### config.mk
export PLATFORM = sky130hd
export DESIGN_NAME = lvds_rx_multi
export DESIGN_NICKNAME = d
export VERILOG_FILES = /design/src/rtl/lvds_rx_pkg.sv /design/src/rtl/lvds_rx_lane.sv /design/src/rtl/lvds_rx_multi.sv
export SDC_FILE = /design/constraint.sdc
export NUM_CORES = 1
export LEC_CHECK = 0
export ABC_AREA = 1
export ABC_CLOCK_PERIOD_IN_PS = 2920
export CAP_MARGIN = 20
export CORE_UTILIZATION = 55
export DETAILED_ROUTE_END_ITERATION = 10
export GPL_TIMING_DRIVEN = 0
export PLACE_DENSITY = 0.89
export SYNTH_ARGS = -nofsm -noshare
export SYNTH_HDL_FRONTEND = slang
export SYNTH_SLANG_ARGS = --single-unit
### constraint.sdc
create_clock -name i_ddr_clk -period 2.92 [get_ports i_ddr_clk]
set_input_delay 0.438 -clock i_ddr_clk [delete_from_list [all_inputs] [get_ports i_ddr_clk]]
set_output_delay 0.438 -clock i_ddr_clk [all_outputs]
set_load 0.05 [all_outputs]
### src/rtl/lvds_rx_pkg.sv
// Shared constants, FSM state type and format helpers for the multi-lane LVDS deframer.
package lvds_rx_pkg;

  localparam int unsigned FRAME_W  = 32;
  localparam int unsigned DATA_W   = 14;
  localparam int unsigned BEATS    = 7;
  localparam int unsigned BEAT_W   = 3;
  localparam int unsigned PAIRS_W  = 2;

  localparam logic [PAIRS_W-1:0] I_SYNC = 2'b10;
  localparam logic [PAIRS_W-1:0] Q_SYNC = 2'b01;

  typedef enum logic [2:0] {
    ST_IDLE,
    ST_HUNT,
    ST_I_DATA,
    ST_Q_SYNC,
    ST_Q_DATA,
    ST_I_SYNC
  } lane_state_e;

  function automatic logic [15:0] sext16(input logic [DATA_W-1:0] v);
    return {{(16 - DATA_W){v[DATA_W-1]}}, v};
  endfunction

endpackage

### src/rtl/lvds_rx_lane.sv
// One LVDS lane: registers the DDR pair, tracks I/Q frame sync and emits one push per good frame.
module lvds_rx_lane
  import lvds_rx_pkg::*;
#(
  parameter int unsigned CNT_W = 16
) (
  input  logic               i_ddr_clk,
  input  logic               i_reset,
  input  logic               i_enable,
  input  logic               i_mode,
  input  logic [PAIRS_W-1:0] i_pair,
  input  logic               i_fifo_full,
  output logic               o_fifo_push,
  output logic [FRAME_W-1:0] o_fifo_data,
  output logic               o_locked,
  output logic [CNT_W-1:0]   o_drop_cnt,
  output logic [CNT_W-1:0]   o_sync_err_cnt
);

  lane_state_e        state_q, state_d;
  logic [BEAT_W-1:0]  beat_q, beat_d;
  logic               mode_q, mode_d;
  logic [PAIRS_W-1:0] pair_q;
  logic [FRAME_W-1:0] shift_q;
  logic               push_d;
  logic [FRAME_W-1:0] data_d;
  logic               locked_d;
  logic [CNT_W-1:0]   drop_d, err_d;
  logic [FRAME_W-1:0] fmt_c;

  // Shift register always holds the last 16 pairs, so at I_SYNC it is exactly the finished frame.
  assign fmt_c = mode_q ? {sext16(shift_q[FRAME_W-3 -: DATA_W]), sext16(shift_q[DATA_W-1:0])}
                        : shift_q;

  always_ff @(posedge i_ddr_clk) begin
    if (i_reset) begin
      state_q        <= ST_IDLE;
      beat_q         <= '0;
      mode_q         <= 1'b0;
      pair_q         <= '0;
      shift_q        <= '0;
      o_fifo_push    <= 1'b0;
      o_fifo_data    <= '0;
      o_locked       <= 1'b0;
      o_drop_cnt     <= '0;
      o_sync_err_cnt <= '0;
    end else begin
      state_q        <= state_d;
      beat_q         <= beat_d;
      mode_q         <= mode_d;
      pair_q         <= i_pair;
      shift_q        <= {shift_q[FRAME_W-PAIRS_W-1:0], pair_q};
      o_fifo_push    <= push_d;
      o_fifo_data    <= data_d;
      o_locked       <= locked_d;
      o_drop_cnt     <= drop_d;
      o_sync_err_cnt <= err_d;
    end
  end

  always_comb begin
    state_d  = state_q;
    beat_d   = beat_q;
    mode_d   = mode_q;
    push_d   = 1'b0;
    data_d   = o_fifo_data;
    locked_d = o_locked;
    drop_d   = o_drop_cnt;
    err_d    = o_sync_err_cnt;

    if (!i_enable) begin
      state_d  = ST_IDLE;
      locked_d = 1'b0;
    end else begin
      unique case (state_q)
        // Leaving IDLE only happens on an enable rising edge, which restarts the statistics.
        ST_IDLE: begin
          state_d = ST_HUNT;
          drop_d  = '0;
          err_d   = '0;
        end
        ST_HUNT: begin
          if (pair_q == I_SYNC) begin
            state_d = ST_I_DATA;
            beat_d  = '0;
            mode_d  = i_mode;
          end
        end
        ST_I_DATA: begin
          if (beat_q == BEAT_W'(BEATS - 1)) begin
            state_d = ST_Q_SYNC;
            beat_d  = '0;
          end else begin
            beat_d = beat_q + BEAT_W'(1);
          end
        end
        ST_Q_SYNC: begin
          if (pair_q == Q_SYNC) begin
            state_d = ST_Q_DATA;
            beat_d  = '0;
          end else begin
            state_d  = ST_HUNT;
            locked_d = 1'b0;
            if (o_locked && (o_sync_err_cnt != '1)) err_d = o_sync_err_cnt + CNT_W'(1);
          end
        end
        ST_Q_DATA: begin
          if (beat_q == BEAT_W'(BEATS - 1)) begin
            state_d = ST_I_SYNC;
            beat_d  = '0;
          end else begin
            beat_d = beat_q + BEAT_W'(1);
          end
        end
        ST_I_SYNC: begin
          locked_d = 1'b1;
          if (!i_fifo_full) begin
            push_d = 1'b1;
            data_d = fmt_c;
          end else if (o_drop_cnt != '1) begin
            drop_d = o_drop_cnt + CNT_W'(1);
          end
          if (pair_q == I_SYNC) begin
            state_d = ST_I_DATA;
            beat_d  = '0;
            mode_d  = i_mode;
          end else begin
            state_d  = ST_HUNT;
            locked_d = 1'b0;
            if (o_locked && (o_sync_err_cnt != '1)) err_d = o_sync_err_cnt + CNT_W'(1);
          end
        end
        default: state_d = ST_IDLE;
      endcase
    end
  end

endmodule

### src/rtl/lvds_rx_multi.sv
// N-lane LVDS I/Q deframer: one independent lvds_rx_lane per lane plus bus slicing.
module lvds_rx_multi
  import lvds_rx_pkg::*;
#(
  parameter int unsigned NCH   = 2,
  parameter int unsigned CNT_W = 16
) (
  input  logic                     i_ddr_clk,
  input  logic                     i_reset,
  input  logic [NCH-1:0]           i_enable,
  input  logic                     i_mode,
  input  logic [2*NCH-1:0]         i_ddr_data,
  input  logic [NCH-1:0]           i_fifo_full,
  output logic [NCH-1:0]           o_fifo_push,
  output logic [FRAME_W*NCH-1:0]   o_fifo_data,
  output logic [NCH-1:0]           o_locked,
  output logic [CNT_W*NCH-1:0]     o_drop_cnt,
  output logic [CNT_W*NCH-1:0]     o_sync_err_cnt
);

  for (genvar k = 0; k < NCH; k++) begin : g_lane
    lvds_rx_lane #(
      .CNT_W(CNT_W)
    ) u_lane (
      .i_ddr_clk     (i_ddr_clk),
      .i_reset       (i_reset),
      .i_enable      (i_enable[k]),
      .i_mode        (i_mode),
      .i_pair        (i_ddr_data[PAIRS_W*k +: PAIRS_W]),
      .i_fifo_full   (i_fifo_full[k]),
      .o_fifo_push   (o_fifo_push[k]),
      .o_fifo_data   (o_fifo_data[FRAME_W*k +: FRAME_W]),
      .o_locked      (o_locked[k]),
      .o_drop_cnt    (o_drop_cnt[CNT_W*k +: CNT_W]),
      .o_sync_err_cnt(o_sync_err_cnt[CNT_W*k +: CNT_W])
    );
  end

endmodule
## After elaboration in Yosys (flattened, before gate mapping)

Index checks and enable logic that the tools add are counted.

| word-level totals | value |
|---|---|
| input port bits | 11 |
| flip-flop bits (word level) | 214 |
| word-level logic and storage cells | 148 |

| operators by class | value |
|---|---|
| add/subtract/negate cells | 6 |
| multiplexer cells | 44 |
| equal/unequal tests | 38 |
| bitwise gates (word level) | 6 |
| reductions and logical operators | 34 |

Operators by type and width:

| operator | number |
|---|---|
| $mux W16 | 10 |
| $pmux W16 S3 | 2 |
| $add A16 B1 Y16 const B | 4 |
| $mux W32 | 2 |
| $ne A16 B16 Y1 const B | 4 |
| $pmux W16 S2 | 2 |
| $mux W3 | 14 |
| $pmux W3 S6 | 2 |
| $ne A2 B1 Y1 const B | 12 |
| $reduce_and A4 Y1 | 6 |
| $eq A3 B3 Y1 const B | 6 |
| $pmux W3 S3 | 2 |
| $reduce_and A3 Y1 | 6 |
| $eq A3 B2 Y1 const B | 4 |
| $ne A2 B2 Y1 const B | 6 |
| $reduce_bool A3 Y1 | 4 |
| $reduce_or A2 Y1 | 6 |
| $reduce_bool A2 Y1 | 4 |
| $add A3 B1 Y3 const B | 2 |
| $eq A3 B1 Y1 const B | 2 |
| $logic_not A3 Y1 | 2 |
| $mux W1 | 6 |
| $not A1 Y1 | 6 |
| $reduce_or A3 Y1 | 2 |
| other kinds (6) | 12 |

## Longest topological paths before layout

| logic depth | value |
|---|---|
| word-level depth | 5 |
| mapped depth | 11 |
| mapped depth without buffers | 10 |

## Hierarchy

A second synthesis with hierarchy kept.

| unflattened totals | value |
|---|---|
| cells, all modules | 1330 |
| area, all modules | 9267.6 um^2 |

By module, submodules not included:

| module | cells each | times used | area an instance (um^2) |
|---|---|---|---|
| lvds_rx_lane at g_lane[0].u_lane | 668 | 1 | 4659.5 |
| lvds_rx_lane at g_lane[1].u_lane | 662 | 1 | 4608.2 |

## Least setup slack after synthesis

No wires, ideal clock.

| timing path | value |
|---|---|
| kind | reg2reg |
| start | reg g_lane[0].u_lane.o_sync_err_cnt[0] |
| end | reg g_lane[0].u_lane.o_sync_err_cnt[11] |
| period minus slack after synthesis | 1.992 ns |
| arrival | 1.881 ns |
| setup slack | 0.928 ns |
| required time | 2.809 ns |
| stages on the path, launching flop included | 12 |
| cell sequence | dfxtp_1 -> ha_1 -> nand2_1 -> nor2_2 -> nand2_2 -> o21ai_2 -> nand2_2 -> buf_4 -> nand3b_1 -> nand2_1 -> inv_1 -> nor2_1 |

| on the way | value |
|---|---|
| cells in the longest elaborated chain, start to end | 5 |

Ends and longest elaborated chain:

| item | line | text |
|---|---|---|
| start: declaration | lvds_rx_lane.sv:17 | `output logic [CNT_W-1:0] o_sync_err_cnt` |
| start signal: assignment | lvds_rx_lane.sv:57 | `o_sync_err_cnt <= err_d;` |
| parallel branches: the longest is 2 deep, another holds $add A16 B1 Y16 | n/a |  |
| $mux W16 (*) | lvds_rx_lane.sv:104, lvds_rx_lane.sv:130 |  |
| $mux W16, on equally long branches | lvds_rx_lane.sv:123, lvds_rx_lane.sv:98 |  |
| $pmux W16 S3 (*) | lvds_rx_lane.sv:75 | `unique case (state_q)` |

Mark *: on every way between the ends. The select of a mux whose other input is x is not followed.
A chain may end at the register's enable or synchronous reset.

## Worst setup path after layout

| timing path | value |
|---|---|
| start | reg g_lane[0].u_lane.o_locked |
| end | out o_locked[0] |

RTL lines:

| item | line | text |
|---|---|---|
| start: declaration | lvds_rx_lane.sv:15 | `output logic o_locked,` |
| start signal: assignment | lvds_rx_lane.sv:55 | `o_locked <= locked_d;` |
| end: declaration | lvds_rx_multi.sv:16 | `output logic [NCH-1:0] o_locked,` |

No word-level cell between the ends.

==> run summary <==
CELLS AND AREA
-------------------------------------------------------------------------------------
Highest-count cells in the layout ignoring fill and taps ............... sky130_fd_sc_hd__nand2_1 (244), sky130_fd_sc_hd__nor2_1 (237), sky130_fd_sc_hd__dfxtp_1 (214), sky130_fd_sc_hd__inv_1 (148), sky130_fd_sc_hd__clkdlybuf4s50_1 (141)
Growth of design area from synthesis to finish .........................       26.30%
ANT cells ..............................................................            0
Most frequent standard cell in the layout excluding fill and tap cells . sky130_fd_sc_hd__nand2_1
Net count reported at finish ...........................................         1504
Number of fillers in the final layout ..................................         1284
Share of cells above drive strength 1 ..................................       7.503%

POWER
-------------------------------------------------------------------------------------
Worst ir drop on vdd ...................................................    0.4560 mV
Leak Pwr ...............................................................     4.355 nW
Switch Pwr .............................................................     1.525 mW
Cell internal pwr ......................................................     4.881 mW
Sequential cell fraction of total power ................................        46.4%
Fraction of power consumed by the clock network ........................        47.1%
Comb power frac ........................................................         6.4%
Switching Fraction .....................................................       23.81%
Total power per unit cell area ......................................... 538.2 mW/mm2

DRT
-------------------------------------------------------------------------------------
Post-route DRC violation count .........................................            0
Count of antenna-violating nets left after detailed routing ............            0
Vias post-DR ...........................................................         9301
Initial drt markers ....................................................          673
Drt pass-1 iters .......................................................            5
Vias per cell ..........................................................        5.389
Wire length per cell ...................................................     14.45 um
Wire length after detailed routing .....................................     24.95 mm

HOLD PATH
-------------------------------------------------------------------------------------
Worst hold stages ......................................................            2
Worst Hold Launch ...................................................... g_lane[0].u_lane.shift_q[26]
Min-delay worst type ................................................... register to register
Worst min-delay path endpoint .......................................... g_lane[0].u_lane.shift_q[28]

SYNTH
-------------------------------------------------------------------------------------
Post-synthesis cell count ..............................................         1323
Syn nets ...............................................................         1338
Share of the synthesized area in the top cell type .....................       45.45%
Avg Cell Area, Syn .....................................................    7.124 um2
Total standard cell area after synthesis ............................... 0.009425 mm2
Yosys cell types .......................................................           43
Largest cells by area after synthesis .................................. sky130_fd_sc_hd__dfxtp_1 (45%), sky130_fd_sc_hd__nand2_1 (9.7%), sky130_fd_sc_hd__nor2_1 (9.4%)
Number of warning messages in the yosys log ............................            0
Most area-hungry cell type in the Yosys netlist ........................ sky130_fd_sc_hd__dfxtp_1
Synthesis-stage register bit count .....................................          214
Share of synthesized area occupied by flip-flops and latches ...........       45.45%

CLOCK TREE
-------------------------------------------------------------------------------------
Maximum count of clock buffers along a single path .....................            3
Number of clock sinks ..................................................          214
Post-CTS Setup Bufs ....................................................            0
Hold bufs inserted after CTS ...........................................            0
Later-pin clock latency in the skew report .............................       510 ps
Clk pin slew, worst setup/hold paths ...................................        60 ps
Number of buffers created by CTS .......................................           23
PostCTS Resize Cnt .....................................................            0
Maximum level of the CTS H-tree ........................................            1
CTS root buf ........................................................... sky130_fd_sc_hd__clkbuf_16
CTS tree ...............................................................          yes

GRT
-------------------------------------------------------------------------------------
GRT Residual Overflow ..................................................            0
Initial antenna violation count ........................................            0
Via count of the first global-routing pass .............................         8682
Global-route wire length before repair .................................     40.72 mm
Global Route Usage Sum .................................................       27.64%
Largest net degree at the start of global routing ......................           15

SETUP PATH
-------------------------------------------------------------------------------------
CP Launch Type .........................................................     register
Critical Path AT .......................................................      1890 ps
Number of cells traversed by the worst register-to-register path .......           10
Launching point of the worst reg2reg path .............................. g_lane[1].u_lane.o_sync_err_cnt[0]
Crit path max fanout ...................................................            4
Crit Path Category ..................................................... register to output pin
CP Capture Type ........................................................   output pin
Internal reg-to-reg setup slack ........................................       990 ps
Data required, critical path ...........................................      2480 ps
End of the worst register-to-register path ............................. g_lane[1].u_lane.o_sync_err_cnt[7]

TIMING
-------------------------------------------------------------------------------------
RSZ-0062 raised after global routing ...................................        false
Least-Margin Pin Slew ..................................................     667.7 ps
Final hold vios ........................................................            0
Clock tree skew after final layout .....................................     13.53 ps
Setup slack of the critical path after layout ..........................     596.8 ps
Hold slack .............................................................     431.2 ps
Final setup fails ......................................................            0
Max Clock Freq .........................................................    430.4 MHz
Final Max Slew Viols ...................................................            0
Sum of negative setup slack ............................................         0 ps
Share of the clock period used by the worst path after layout ..........       79.56%
Worst relative slew slack ..............................................       55.49%
Clock period minus worst slack .........................................      2323 ps

PLACEMENT
-------------------------------------------------------------------------------------
Buffers added on ports .................................................          141
Final weighted congestion in routability-driven placement ..............       0.9274
Worst slack at placement ...............................................     693.7 ps
DPL Wire Length ........................................................     17.18 mm

FLOORPLAN
-------------------------------------------------------------------------------------
Number of placement rows ...............................................           47
Area of the core .......................................................  0.01664 mm2
Starting density of the core ...........................................       56.63%
Num ports ..............................................................          143
Die Span Y .............................................................     132.9 um
Die area ...............................................................  0.01766 mm2
Die X-Extent ...........................................................     132.9 um

RUN
-------------------------------------------------------------------------------------
Max_cap viols ..........................................................            0

STATUS
-------------------------------------------------------------------------------------
Status ................................................................. finished clean

cells by family (layout without fill, tap and decap cells):
logic type	after synthesis	in the layout	share of synthesized area (%)
AOI/OAI and AO/OA	246	246	13.91
xor gates and xnor gates	5	5	0.4646
adders and majority gates	4	4	0.5310
buffers and inverters	210	393	9.478
DFF	214	214	45.45
and+or+nand+nor	644	644	30.16
area by class of cell:
cell class	instances	area, um2	area share [%]
Buffer	53	296.5	2.491
Sequential cell	214	4284	35.99
Timing Repair Buffer	141	1411	11.86
Clock inverter	13	163.9	1.377
Tap cell	220	275.3	2.312
Inverter	157	596.8	5.014
Clock buffer	29	628.1	5.276
Multi-Input combinational cell	899	4248	35.68
worst max-delay path by stage:
| stage | slack (ps) | cells after the start | start | endpoint |
|---|---|---|---|---|
| final | 600 | 2 | g_lane[0].u_lane.o_locked | o_locked[0] |
| after global routing | 570 | 2 | g_lane[0].u_lane.o_locked | o_locked[0] |
| after CTS | 590 | 2 | g_lane[0].u_lane.o_locked | o_locked[0] |
| after detailed placement | 690 | 5 | i_enable[0] | g_lane[0].u_lane.o_fifo_data[25] |
| after global placement | 750 | 5 | i_enable[0] | g_lane[0].u_lane.o_fifo_data[23] |
| after floorplan | 930 | 11 | g_lane[0].u_lane.o_sync_err_cnt[0] | g_lane[0].u_lane.o_sync_err_cnt[11] |
sequential cells by signal, summed over array words and instances (netlist names):
name                          flops
g_lane.u_lane.pair_q              4
g_lane.u_lane.shift_q            64
g_lane.u_lane.beat_q              6
g_lane.u_lane.o_locked            2
g_lane.u_lane.state_q             6
g_lane.u_lane.o_sync_err_cnt     32
g_lane.u_lane.o_fifo_push         2
g_lane.u_lane.mode_q              2
g_lane.u_lane.o_drop_cnt         32
g_lane.u_lane.o_fifo_data        64
per-layer routing:
metal	track usage (%)	share of wire, %	wire, um
met5	0	0	0
met4	9.259	2.4	609
met3	5.556	8.3	2062
met2	47.96	49	12140
met1	34.05	41	10130
power by group through the flow:
stage	Sequential [mW]	Combinational, mW	Clock (mW)
finish	2.98	0.412	3.02
CTS	2.98	0.408	3.04
floorplan	3.07	0.250	0
global placement	3.04	0.394	0
detailed placement	3.04	0.402	0
global route	2.98	0.448	3.17
critical path: stages (launching register included):
cell and delay [ps]:
sky130_fd_sc_hd__dfxtp_1 450, sky130_fd_sc_hd__buf_4 150, sky130_fd_sc_hd__clkdlybuf4s50_1 780
synth_stat cells:
| cell type | n |
|---|---|
| sky130_fd_sc_hd__a21boi_2 | 1 |
| sky130_fd_sc_hd__a21boi_4 | 1 |
| sky130_fd_sc_hd__a21oi_1 | 129 |
| sky130_fd_sc_hd__a31oi_1 | 2 |
| sky130_fd_sc_hd__buf_1 | 2 |
| sky130_fd_sc_hd__buf_2 | 9 |
| sky130_fd_sc_hd__buf_4 | 6 |
| sky130_fd_sc_hd__buf_6 | 8 |
| sky130_fd_sc_hd__clkbuf_1 | 25 |
| sky130_fd_sc_hd__clkbuf_2 | 3 |
| sky130_fd_sc_hd__clkinv_1 | 1 |
| sky130_fd_sc_hd__dfxtp_1 | 214 |
| sky130_fd_sc_hd__ha_1 | 4 |
| sky130_fd_sc_hd__inv_1 | 148 |
| sky130_fd_sc_hd__inv_2 | 6 |
| sky130_fd_sc_hd__inv_4 | 1 |
| sky130_fd_sc_hd__inv_6 | 1 |
| sky130_fd_sc_hd__nand2_1 | 244 |
| sky130_fd_sc_hd__nand2_2 | 9 |
| sky130_fd_sc_hd__nand2_4 | 6 |
| sky130_fd_sc_hd__nand3_1 | 87 |
| sky130_fd_sc_hd__nand3_2 | 3 |
| sky130_fd_sc_hd__nand3_4 | 4 |
| sky130_fd_sc_hd__nand3b_1 | 3 |
| sky130_fd_sc_hd__nand4_1 | 23 |
| sky130_fd_sc_hd__nor2_1 | 237 |
| sky130_fd_sc_hd__nor2_2 | 6 |
| sky130_fd_sc_hd__nor2_4 | 2 |
| sky130_fd_sc_hd__nor2_8 | 1 |
| sky130_fd_sc_hd__nor3_1 | 10 |
| sky130_fd_sc_hd__nor3_4 | 2 |
| sky130_fd_sc_hd__nor3b_1 | 4 |
| sky130_fd_sc_hd__nor4_1 | 2 |
| sky130_fd_sc_hd__o2111ai_1 | 2 |
| sky130_fd_sc_hd__o211ai_1 | 2 |
| sky130_fd_sc_hd__o21ai_0 | 93 |
| sky130_fd_sc_hd__o21ai_1 | 3 |
| sky130_fd_sc_hd__o21ai_2 | 3 |
| sky130_fd_sc_hd__o21ai_4 | 1 |
| sky130_fd_sc_hd__o21bai_1 | 8 |
| sky130_fd_sc_hd__o31ai_1 | 1 |
| sky130_fd_sc_hd__or2_2 | 1 |
| sky130_fd_sc_hd__xor2_1 | 5 |
metrics by stage:
step	power (mW)	instance area (um2)	std cells	utilization [%]
floorplan	3.324	9425	1323	-
global placement	3.432	11110	1684	66.77
detailed placement	3.442	11110	1684	66.77
CTS	6.420	11900	1726	71.53
global route	6.591	11900	1726	71.53
finish	6.406	11900	1726	71.53
Note: power is estimated with default switching activity, not from simulation.
